### config.mk
export PLATFORM = sky130hd
export DESIGN_NAME = booth_seq_multiplier
export DESIGN_NICKNAME = d
export VERILOG_FILES = /design/src/rtl/booth_seq_multiplier.sv
export SDC_FILE = /design/constraint.sdc
export NUM_CORES = 1
export LEC_CHECK = 0
export ABC_AREA = 1
export CAP_MARGIN = 10
export CORE_ASPECT_RATIO = 1.5
export CORE_MARGIN = 3
export CORE_UTILIZATION = 25
export CTS_CLUSTER_DIAMETER = 120
export DETAILED_ROUTE_END_ITERATION = 10
export HOLD_SLACK_MARGIN = 0.02
export SETUP_SLACK_MARGIN = 0.02
export SLEW_MARGIN = 10
export SYNTH_ARGS = -nofsm -noshare
export SYNTH_HDL_FRONTEND = slang
export SYNTH_SLANG_ARGS = --single-unit
### constraint.sdc
create_clock -name clock -period 5.6 [get_ports clock]
set_clock_uncertainty 0.15 [all_clocks]
set_input_delay 1.12 -clock clock [delete_from_list [all_inputs] [get_ports clock]]
set_output_delay 1.12 -clock clock [all_outputs]
set_load 0.05 [all_outputs]
### src/rtl/booth_seq_multiplier.sv
// booth_seq_multiplier: signed WIDTH x WIDTH -> 2*WIDTH multiplier, radix-4 Booth,
// one recoded digit per clock, start/busy/done handshake.
// Optional macro BOOTH_EARLY_TERM_EN: finish as soon as every remaining
// Booth digit is zero (data-dependent latency, identical product).
//
// Handshake: start is sampled on a rising clock edge and accepted only when
// the block is not busy (IDLE or DONE); busy is high exactly while digits are
// being processed; done is a one-cycle pulse during which Mulout carries the
// product; Mulout then holds until the next accepted multiply completes.
module booth_seq_multiplier #(
    parameter int WIDTH = 32
) (
    input  logic                 clock,
    input  logic                 reset_n,
    input  logic                 start,
    input  logic [WIDTH-1:0]     A,
    input  logic [WIDTH-1:0]     B,
    output logic                 busy,
    output logic                 done,
    output logic [2*WIDTH-1:0]   Mulout,
    output logic [1:0]           dbg_state
);

    typedef enum logic [1:0] {
        IDLE = 2'd0,
        BUSY = 2'd1,
        DONE = 2'd2
    } state_t;

    localparam int CW = $clog2(WIDTH / 2) + 1;
    localparam logic [CW-1:0] LAST = CW'(WIDTH / 2 - 1);

    state_t             state;
    state_t             state_next;

    // Multiplicand is kept two bits wider so +/-2A never overflows.
    logic [WIDTH+1:0]   mcand;
    // hi accumulates partial products; lo starts as B and fills with product bits.
    logic [WIDTH+1:0]   hi;
    logic [WIDTH-1:0]   lo;
    logic               q_m1;
    logic [CW-1:0]      cnt;

    logic [2:0]         window;
    logic [WIDTH+1:0]   pp;
    logic [WIDTH+1:0]   sum;
    logic [2*WIDTH+1:0] shifted;
    logic               finish;
    logic               accept;

`ifdef BOOTH_EARLY_TERM_EN
    logic [WIDTH-1:0]        b_reg;
    logic signed [WIDTH-1:0] rem;
`endif

    assign accept    = start && (state != BUSY);
    assign window    = {lo[1:0], q_m1};
    assign busy      = (state == BUSY);
    assign done      = (state == DONE);
    assign dbg_state = state;

    // Booth digit select, partial-product add and weight shift for this cycle.
    always_comb begin
        pp      = '0;
        sum     = '0;
        shifted = '0;
        finish  = 1'b0;
`ifdef BOOTH_EARLY_TERM_EN
        rem     = '0;
`endif
        case (window)
            3'b001, 3'b010: pp = mcand;
            3'b011:         pp = mcand << 1;
            3'b100:         pp = -(mcand << 1);
            3'b101, 3'b110: pp = -mcand;
            default:        pp = '0;
        endcase
        sum     = hi + pp;
        shifted = $signed({sum, lo}) >>> 2;
        finish  = (cnt == LAST);
`ifdef BOOTH_EARLY_TERM_EN
        // Remaining multiplier bits all equal means all remaining digits are 0:
        // apply every outstanding 2-bit weight shift at once and finish.
        rem = $signed(b_reg) >>> (2 * int'(cnt) + 1);
        if ((rem == '0) || (rem == '1)) begin
            shifted = $signed({sum, lo}) >>> (2 * (WIDTH / 2 - int'(cnt)));
            finish  = 1'b1;
        end
`endif
    end

    // State register.
    always_ff @(posedge clock or negedge reset_n) begin
        if (!reset_n) begin
            state <= IDLE;
        end else begin
            state <= state_next;
        end
    end

    // Next-state logic: start is ignored while BUSY.
    always_comb begin
        state_next = state;
        case (state)
            IDLE:    if (start) state_next = BUSY;
            BUSY:    if (finish) state_next = DONE;
            DONE:    state_next = start ? BUSY : IDLE;
            default: state_next = IDLE;
        endcase
    end

    // Datapath: load operands on accept, iterate while BUSY, publish on finish.
    always_ff @(posedge clock or negedge reset_n) begin
        if (!reset_n) begin
            mcand  <= '0;
            hi     <= '0;
            lo     <= '0;
            q_m1   <= 1'b0;
            cnt    <= '0;
            Mulout <= '0;
`ifdef BOOTH_EARLY_TERM_EN
            b_reg  <= '0;
`endif
        end else if (accept) begin
            mcand  <= {{2{A[WIDTH-1]}}, A};
            hi     <= '0;
            lo     <= B;
            q_m1   <= 1'b0;
            cnt    <= '0;
`ifdef BOOTH_EARLY_TERM_EN
            b_reg  <= B;
`endif
        end else if (state == BUSY) begin
            hi     <= shifted[2*WIDTH+1:WIDTH];
            lo     <= shifted[WIDTH-1:0];
            q_m1   <= lo[1];
            cnt    <= cnt + 1'b1;
            if (finish) begin
                Mulout <= shifted[2*WIDTH-1:0];
            end
        end
    end

endmodule

; Word-level counts from Yosys, hierarchy flattened
; Cells that the tools add are included.
[word_totals]
memories = 0
word_cells = 44
in_bits = 67
register_bits = 170
mem_bits_ro = 0
out_inout_bits = 68
latchBits = 0
ram_bits = 0
[op_classes]
multipliers = 0
bitwise = 1
muxes = 13
div_mod_pow = 0
order_cmp = 0
shift = 0
eq_ne = 12
add_sub_neg = 4
reduce_logical = 7
[op_table]
columns = cell, count
row1 = one-hot mux 34 bit (4 select lines), 1
row2 = two-way mux 34 bit, 2
row3 = negation 34 bit, 2
row4 = two-way mux 32 bit, 2
row5 = adder 34 bit, 1
row6 = two-way mux 5 bit, 2
row7 = "== test 3 bit, second input constant", 3
row8 = "== test 3 x 2 -> 1 bit, second input constant", 2
row9 = one-hot mux 2 bit (3 select lines), 1
row10 = "adder 5 x 1 -> 5 bit, second input constant", 1
row11 = "== test 5 x 4 -> 1 bit, second input constant", 1
row12 = two-way mux 2 bit, 2
row13 = "inequality test 2 x 1 -> 1 bit, second input constant", 2
row14 = OR reduction 2 bit, 2
row15 = "== test 3 x 1 -> 1 bit, second input constant", 1
row16 = two-way mux 1 bit, 3
row17 = AND reduction 3 bit, 1
row18 = "== test 2 x 1 -> 1 bit, second input constant", 1
row19 = "== test 2 bit, second input constant", 1
row20 = zero test 2 bit, 1
row21 = "inequality test 2 bit, second input constant", 1
row22 = AND reduction 2 bit, 1
row23 = nonzero test 2 bit, 1
row24 = logical AND 1 bit, 1
row25 = inverter 1 bit, 1

; Depth between registers and ports, before layout
; Gate-level depths: netlist of run 1.
[depth]
word_depth = 6
depth_mapped = 24
mapped_depth_nobuf = 24

; Worst setup path after synthesis of run 1
; OpenSTA, ideal clock, no wires.
[synth_timing]
path_type = flip-flop to flip-flop
from = register mcand[1]
to = register hi[23]
slack_ns = 2.457
required_ns = 5.329
path_buffers = 0
stages_incl_launch_ff = 22
arrival_time_ns = 2.872
setup_ns = 0.121
period_less_slack_ns = 3.143
cell_sequence = dfrtp_1 -> inv_1 -> ha_1 -> nand2_1 -> nor2_2 -> nand2_4 -> inv_2 -> nand4_2 -> nor2_2 -> nand2_1 -> xor2_1 -> nand2_1 -> nand3b_1 -> ha_1 -> nand2_1 -> nor2_1 -> nand2_1 -> or2_2 -> nand4_1 -> nand2_1 -> nand2_1 -> nand2_1
[synth_between]
elab_chain_len = 5
elab_cells_between_ends = 6
classes_between = add/sub (3) / mux (3)
[synth_rtl]
columns = item, line
row1 = start: declaration, 37  ; logic [WIDTH+1:0] mcand;
row2 = start signal: assignment, 125  ; mcand <= {{2{A[WIDTH-1]}}, A};
row3 = negation 34 bit (on tied branches), "75, 74"
row4 = one-hot mux 34 bit (4 select lines) *, 71  ; case (window)
row5 = adder 34 bit *, 78  ; sum = hi + pp;
row6 = two-way mux 34 bit *, 133  ; end else if (state == BUSY) begin
row7 = two-way mux 34 bit *, 124  ; end else if (accept) begin
row8 = end signal: assignment, 134  ; hi <= shifted[2*WIDTH+1:WIDTH];
row9 = end: declaration, 39  ; logic [WIDTH+1:0] hi;
; Every way passes the cells marked *; elsewhere a longest branch is shown, timed or not. The select of a mux whose other input is x is not followed.
; A chain may end at the register's enable or synchronous reset.

; Worst setup path in the final report of run 1
[layout_timing]
from = register q_m1
to = register Mulout[52]
[layout_between]
elab_chain_len = 4
elab_cells_between_ends = 10
classes_between = add/sub (1) / eq/ne (6) / mux (1) / reduce/logical (2)
[layout_rtl]
columns = item, line
row1 = start: declaration, 41  ; logic q_m1;
row2 = start signal: assignment, 136  ; q_m1 <= lo[1];
row3 = == test 3 bit (tied with other cells), 71
row4 = OR reduction 2 bit, 71
row5 = one-hot mux 34 bit (4 select lines) *, 71
row6 = adder 34 bit *, 78
row7 = end signal: assignment, 139  ; Mulout <= shifted[2*WIDTH-1:0];
row8 = end: declaration, 20  ; output logic [2*WIDTH-1:0] Mulout,
; Every way passes the cells marked *; elsewhere a longest branch is shown, timed or not.

==> metrics.txt, run 1 <==
status=finished clean; Post-synth ARST share=100%; post-synthesis register bit count=168; busiest layer in global routing=met2; area of the core=40,300 um^2; Distinct cells, synth=47; Final min period=4.02 ns; 1st-iter DRT viols=504; placed cell areas=12,100 um^2; worst-path fanout max=30; type of origin of the critical path=flop; GR Util All Layers=15.7%; met3 Usage GRT=3.36%; Inserted Diodes=0; Critical Path AT=4.21 ns; met1 GRT Util=17.5%; CTS tree=built; clock tree buffer depth=2; total grt overflow=0; initial antenna violation count=0; P&R area growth vs syn=24.5%; Port Buffer Count=134; Core Rows=90; Post-CTS Hold Buffers=0; CTS resizes=0; syn nets=1,474; H-tree lvl count=4; commonest non-fill, non-tap cell in the layout=nand2_1; commonest cells after routing, fill and taps aside=nand2_1, dfrtp_1, clkdlybuf4s50_1; final slew viol count=0; starting density of the core=25.3%; Ys Warns=0; Routed Antenna Nets=0; Sequential Area=4200 um^2; first-pass GRT wire length=53,100 um; period utilization=71.8%; final hold viol count=0; WL per Instance=16.9 um; CTS Sinks=168; Setup-failing EPs final=0; largest net degree at the start of global routing=106; DR vias=9,654; drc violations=0; setup total negative slack=0 ns; register area share after synthesis=41.2%; GRT met2 Usage=28.2%; GP Congestion=0.955; fmax=0.249 GHz; syn_area_per_cell=7.46 um^2; Ports=135; crit path max-delay cell type=o211ai_1; final net count=1,587; Hold WC Path Type=reg2reg; Slew headroom=28.4%; CP Cell Sequence=nand2_1, inv_1, nor2_1, nand2_1, o211ai_1, fa_1, nand3_1, nand2_1, nand3_1, nand2_1, nand3_1, nand2_1, nand3_1, nand2_1, nand2_1, nand3_1, nand2_1; Post-CTS Setup Bufs=0; CP Capture Type=flop; DIE WIDTH=171 um; final core occ=31.6%; WP data required=5.79 ns; Vias per Instance=4.82; max-cap viol count=0; Post-synth EDFFs=0; WS Path Type=reg2reg; Initial DRT Pass Iterations=5; clock-pin slew of the registers on the worst-case setup and hold paths=0.06 ns; worst skew pair latency=0.45 ns; Primary FF master, synth=dfrtp_1; cell count after synthesis=1,370; die height=254 um; fill cell count=4,254; share of cells above drive strength 1=5.48%; most used cell, CP=nand2_1; clock root buffer=clkbuf_16; area of the die=43,400 um^2; area of the multi-input gates=5310 um^2; CTS Buf Count=17; HPWL Detailed=25,500 um; Syn Std Cell Area=10,200 um^2; vias in the first global route=9,598; WL final=33,800 um; RSZ-0062 raised after global routing=no; Slew @ Worst Pin=1.07 ns; final instance area=12,700 um^2; Largest stage delay, worst path=0.77 ns
per-layer routing:
metal / vias up / routed length, um
met2: 242 / 17400
met4: 0 / 1560
met1: 4608 / 13400
met3: 55 / 1460
li1: 4749 / -
met5: - / 0
Yosys cell counts (4+ instances only):
master | instances | area share, %
xor2_1 | 22 | 1.9
inv_2 | 9 | 0.33
o2111ai_1 | 11 | 0.94
dfrtp_1 | 168 | 41
o21ai_1 | 10 | 0.49
nand3_1 | 83 | 4.1
ha_1 | 36 | 4.4
or2_2 | 6 | 0.37
o21bai_1 | 4 | 0.29
nor3_1 | 12 | 0.59
nor2_2 | 8 | 0.49
buf_2 | 17 | 0.83
o21ai_0 | 105 | 5.1
nand2_1 | 449 | 16
xnor2_1 | 11 | 0.94
nand4_1 | 14 | 0.86
nor2_1 | 90 | 3.3
nand3b_1 | 24 | 1.8
a21o_1 | 4 | 0.29
o22ai_1 | 16 | 0.98
clkbuf_1 | 29 | 1.1
a21oi_1 | 39 | 1.9
inv_1 | 129 | 4.7
or2_1 | 4 | 0.24
o221ai_1 | 31 | 2.7
cells by family after synthesis:
| kind of cell | count (synthesis) | share of synthesized area [%] |
|---|---|---|
| simple gates | 709 | 30.3 |
| compound gates | 235 | 13.9 |
| buf+inv | 187 | 7.08 |
| xor+xnor | 34 | 2.99 |
| fa+ha+maj | 37 | 4.61 |
| flops | 168 | 41.2 |
stage by stage:
stage | worst slack (ns) | std cells | hold WS, ns
floorplan | 2.46 | 1370 | 0.305
global placement | 1.63 | 1970 | 0.319
detailed placement | 1.63 | 1970 | 0.320
CTS | 1.61 | 2001 | 0.336
global route | 1.27 | 2001 | 0.358
finish | 1.58 | 2001 | 0.331
sequential cells by signal, indices dropped and copies added (netlist names):
| name | cells |
|---|---|
| Mulout | 64 |
| cnt | 5 |
| dbg_state | 2 |
| hi | 32 |
| lo | 32 |
| mcand | 32 |
| q_m1 | 1 |
worst max-delay path: cells and delay by family (launching register included):
family,cells,cell delay (ns)
adder cells (fa/ha/maj),1,0.39
flip-flops,1,0.39
AND/OR/NAND/NOR,14,2.18
AO/OA/AOI/OAI,1,0.77
buffers and inverters,1,0.05
layout make-up:
cell class	instances	share of cell area, %
Inverter	139	4.10
Multi-Input combinational cell	1015	41.7
Tap cell	506	4.98
Clock buffer	21	3.62
Timing Repair Buffer	142	11.2
Sequential cell	168	33.0
Clock inverter	10	1.32
path summary, 6_finish.rpt:
path                       startpoint  depth (start not counted)    endpoint  slack [ns]
max                              q_m1                         17  Mulout[52]        1.58
min                        Mulout[59]                          2  Mulout[59]        0.33
max reg2reg                      q_m1                         17  Mulout[52]        1.58
min reg2reg                Mulout[59]                          2  Mulout[59]        0.33
max in group asynchronous     reset_n                          2       lo[1]        3.70
min in group asynchronous     reset_n                          1   mcand[21]        0.56
Power of run 1 is left out: the tool's default activity adds up to more than one toggle a clock period on the data nets, which glitch-free logic cannot reach.
==> inputs of run 2 (changes only) <==
- clock period: 5.6 -> 4.2 ns (I/O delays scaled with it)
==> run 2 against run 1 <==
Effect of this change:
- first-iteration DRC count rose by 4.4%
- count of clock-buffer cells in the layout did not move
- design area rose by 1.1%
- sequential share of layout area fell by 0.36 points
- hold slack got worse by 0.12 ns
- non-clock buffer count rose by 18
- cell count rose by 0.95%
- largest cell class unchanged
==> metrics.txt, run 2 (synthesis gave the netlist of run 1 again) <==
area of the die=43,400 um^2; CTS tree=built; commonest cells after routing, fill and taps aside=nand2_1, dfrtp_1, clkdlybuf4s50_1; Routed Antenna Nets=0; share of cells above drive strength 1=7.53%; clock root buffer=clkbuf_16; Reg with most FFs=Mulout; largest net degree at the start of global routing=104; GR Util All Layers=16.4%; area of the core=40,300 um^2; Cell Count Post-Placement=1,982; Port Buffer Count=134; Critical Path AT=4.13 ns; WL final=35,300 um; Initial DRT Pass Iterations=5; max-cap viol count=0; RSZ-0062 raised after global routing=no; fill cell count=4,357; initial antenna violation count=0; clock-pin slew of the registers on the worst-case setup and hold paths=0.07 ns; 1st-iter DRT viols=526; type of origin of the critical path=flop; DR vias=9,770; final hold viol count=0; final slew viol count=0; drc violations=0; Post-CTS Hold Buffers=0; first-pass GRT wire length=54,700 um; final core occ=31.9%; starting density of the core=25.3%; WS Path Type=reg2reg; worst skew pair latency=0.45 ns; period utilization=93.9%; CP Capture Type=flop; Final min period=3.94 ns; HPWL Detailed=27,200 um; Inserted Diodes=0; H-tree lvl count=4; die height=254 um; clock tree buffer depth=2; Setup-failing EPs final=0; Slew @ Worst Pin=1.08 ns; WL per Instance=17.5 um; Hold WC Path Type=in2async; worst reg2reg setup slack=0.26 ns; Core Rows=90; CTS Sinks=168; Slew headroom=27.6%; P&R area growth vs syn=25.9%; final net count=1,605; WP data required=4.39 ns; CTS Buf Count=17; Vias per Instance=4.84; vias in the first global route=9,914; commonest non-fill, non-tap cell in the layout=nand2_1; GP Congestion=0.946; worst-path fanout max=5; max reg flops=64; fmax=0.254 GHz; Ports=135; total grt overflow=0; status=finished clean; DIE WIDTH=171 um; Post-Layout Cell Count=2,020; setup total negative slack=0 ns
run 2: changes by cell type in the layout (fill, tap and decap cells not counted), moves of 3 or more:
cell	change
buf_4	+17
bufinv_16	-3
clkinvlp_4	+3
ha_1	-3
nor2_1	-3
nor2_2	+3
run 2: routing by layer:
| metal | GRT usage (%) | vias up | part of all wire, % |
|---|---|---|---|
| met5 | 0 | - | 0 |
| met4 | 10.7 | 0 | 6.9 |
| met3 | 3.31 | 87 | 4.8 |
| met2 | 28.7 | 273 | 50 |
| met1 | 17.8 | 4622 | 38 |
| li1 | - | 4788 | - |
run 2: layout make-up:
type                       count  area, um^2  share of cell area (%)
sequential                   168        4200                    32.7
clock buffer                  21         450                    3.50
inverter                     139         526                    4.09
multi-input combinational   1015        5360                    41.7
clock inverter                11         114                   0.885
timing repair buffer         160        1580                    12.2
tap                          506         633                    4.92
run 2: path summary, 6_finish.rpt:
check / from / to / cells after the start
hold reg to reg: Mulout[55] / Mulout[55] / 2
max in group asynchronous: reset_n / Mulout[45] / 2
setup / recovery: mcand[1] / Mulout[63] / 22
min in group clock: Mulout[55] / Mulout[55] / 2
setup reg to reg: mcand[1] / Mulout[63] / 22
hold / removal: reset_n / mcand[25] / 2
run 2: worst max-delay path: stages, from the launching register on:
cell	delay [ns]
dfrtp_1	0.41
inv_1	0.14
ha_1	0.21
nand2_1	0.07
nor2_2	0.20
nand2_4	0.12
inv_2	0.08
nand4_2	0.10
nor2_2	0.14
nand2_1	0.09
xor2_1	0.16
nand2_1	0.07
nand3b_1	0.19
ha_2	0.46
nand2_1	0.13
nor2_2	0.23
nand2_1	0.12
nor2_1	0.18
nand3_1	0.11
nand3_1	0.19
nand3_2	0.11
nand3_1	0.09
nand2_1	0.06
run 2: what timing repair did:
item,4_1_cts,5_1_grt
setup endpoints to repair,0,12
setup buffers,0,6
resized for setup,0,14
run 2: through the flow:
step	area [um^2]	setup WS, ns	hold WS (ns)
global placement	12200	0.189	0.314
floorplan	10200	1.06	0.305
finish	12900	0.257	0.210
CTS	12800	0.191	0.224
detailed placement	12200	0.215	0.317
global route	12900	0.0308	0.242
Power of run 2 is left out for the same reason.
==> inputs of run 3 (changes only) <==
- SLEW_MARGIN: 10 -> default
==> results of run 3 <==
Same layout as run 2: the final DEF is identical, and so are final timing and power.
Power of run 3 is left out for the same reason.
==> RTL edit (config.mk and constraints of run 2) <==
Make the reset (`reset_n`) synchronous in 2 clocked blocks.
--- a/src/rtl/booth_seq_multiplier.sv
+++ b/src/rtl/booth_seq_multiplier.sv
@@ -90,7 +90,7 @@
     end
 
     // State register.
-    always_ff @(posedge clock or negedge reset_n) begin
+    always_ff @(posedge clock) begin
         if (!reset_n) begin
             state <= IDLE;
         end else begin
@@ -110,7 +110,7 @@
     end
 
     // Datapath: load operands on accept, iterate while BUSY, publish on finish.
-    always_ff @(posedge clock or negedge reset_n) begin
+    always_ff @(posedge clock) begin
         if (!reset_n) begin
             mcand  <= '0;
             hi     <= '0;
Behaviour: differs if reset_n is asserted again (counterexample within 4 cycles, from zero or initial values and one cycle with reset_n low); with reset_n held inactive, the same outputs for 10 cycles.
==> RTL edit against run 2 <==
  * Sequential cell count is the same
  * Non-clock buffer count down 9
  * Die area increased by 0.73%
  * Worst setup slack better by 0.11 ns
  * First-iteration DRC count is 6.3% lower
  * Design area is 0.75% lower
  * Area after synthesis increased by 0.75%
  * Routed wire length increased by 3.9%
Power is left out: it rests on default switching activity, and per cell area and clock period it moved more than threefold.
==> RTL edit: results <==
group,metric,value,unit
layout,nets,1764,
detailed_routing,via_count,10496,
placement,gp_congestion,0.978,
synthesis,netlist_top_cells_area,"dfxtp_1, nand2_1, inv_1",
grt,grt_use_met1,17.4,%
synthesis,synth_nets,1656,
synthesis,post_synth_num_cell_types,44,
worst_setup_path,worstSetupStartpoint,"mcand[0]",
worst_setup_path,reg2reg_slack,0.36,ns
synthesis,synth_common_cells,"nand2_1, inv_1, dfxtp_1, nor2_1, nand3_1",
synthesis,ys_async_sr_fraction,0,%
grt,grt_max_degree,129,
detailed_routing,drt_iter0_drc,493,
grt,grt_util_met2,31.7,%
run_status,status,"finished, final reports clean",
grt,grt_pass1_wl,57600,um
worst_setup_path,ff2ff_path_depth,21,
detailed_routing,route.met3.wl,1640,um
worst_setup_path,cp_data_arrival_time,4.04,ns
worst_setup_path,rr_endpoint,"Mulout[61]",
worst_setup_path,cp_slowest_stage_delay,0.44,ns
layout,layout-drive-gt1-share,7.41,%
grt,grt_pass1_vias,10522,
placement,post-dp-hpwl,28100,um
detailed_routing,dr_wl_met2,19100,um
worst_setup_path,crit_end,"Mulout[61]",
layout,nFillCells,4404,
hold_path,hp-class,"flip-flop to flip-flop",
synthesis,synthFlopType,"dfxtp_1",
grt,grtUsageTotal,17.0,%
hold_path,hold_start,"Mulout[30]",
worst_setup_path,cp_top_family,"simple AND/OR/NAND/NOR gates",
sta,slew_headroom,40.3,%
detailed_routing,wl,36700,um
detailed_routing,top_layer,"met4",
worst_setup_path,critical-path-slowest-cell,"a21boi_1",
detailed_routing,met1_length,13900,um
sta,fmax,261,MHz
worst_setup_path,r2r-start,"mcand[0]",
grt,groute.layer.met3.usage,3.27,%
[RTL edit: cell families after synthesis]
family / Yosys count / share of synthesized area, %
xor+xnor: 36 / 3.06
flops: 168 / 32.7
fa+ha+maj: 37 / 4.57
buf+inv: 315 / 11.6
compound gates: 318 / 19.0
simple gates: 678 / 29.1
[RTL edit: layout make-up]
type	instances	area (um^2)	share of cell area (%)
clock buffers	17	425	3.33
repair buffers	151	1480	11.6
clock inverters	15	181	1.42
well taps	506	633	4.96
inverters	253	950	7.44
flip-flops and latches	168	3360	26.3
multi-input cells	1069	5730	44.9
[RTL edit: through the flow]
stage	cells	hold WS [ns]	cell area (um^2)	utilization, %	worst slack (ns)
final	2179	0.328	12800	31.6	0.363
after CTS	2179	0.333	12800	31.6	0.401
after global placement	2147	0.316	12200	30.1	0.430
after detailed placement	2147	0.320	12200	30.1	0.420
after global routing	2179	0.354	12800	31.6	0.0494
after floorplan	1552	0.305	10300	-	1.11
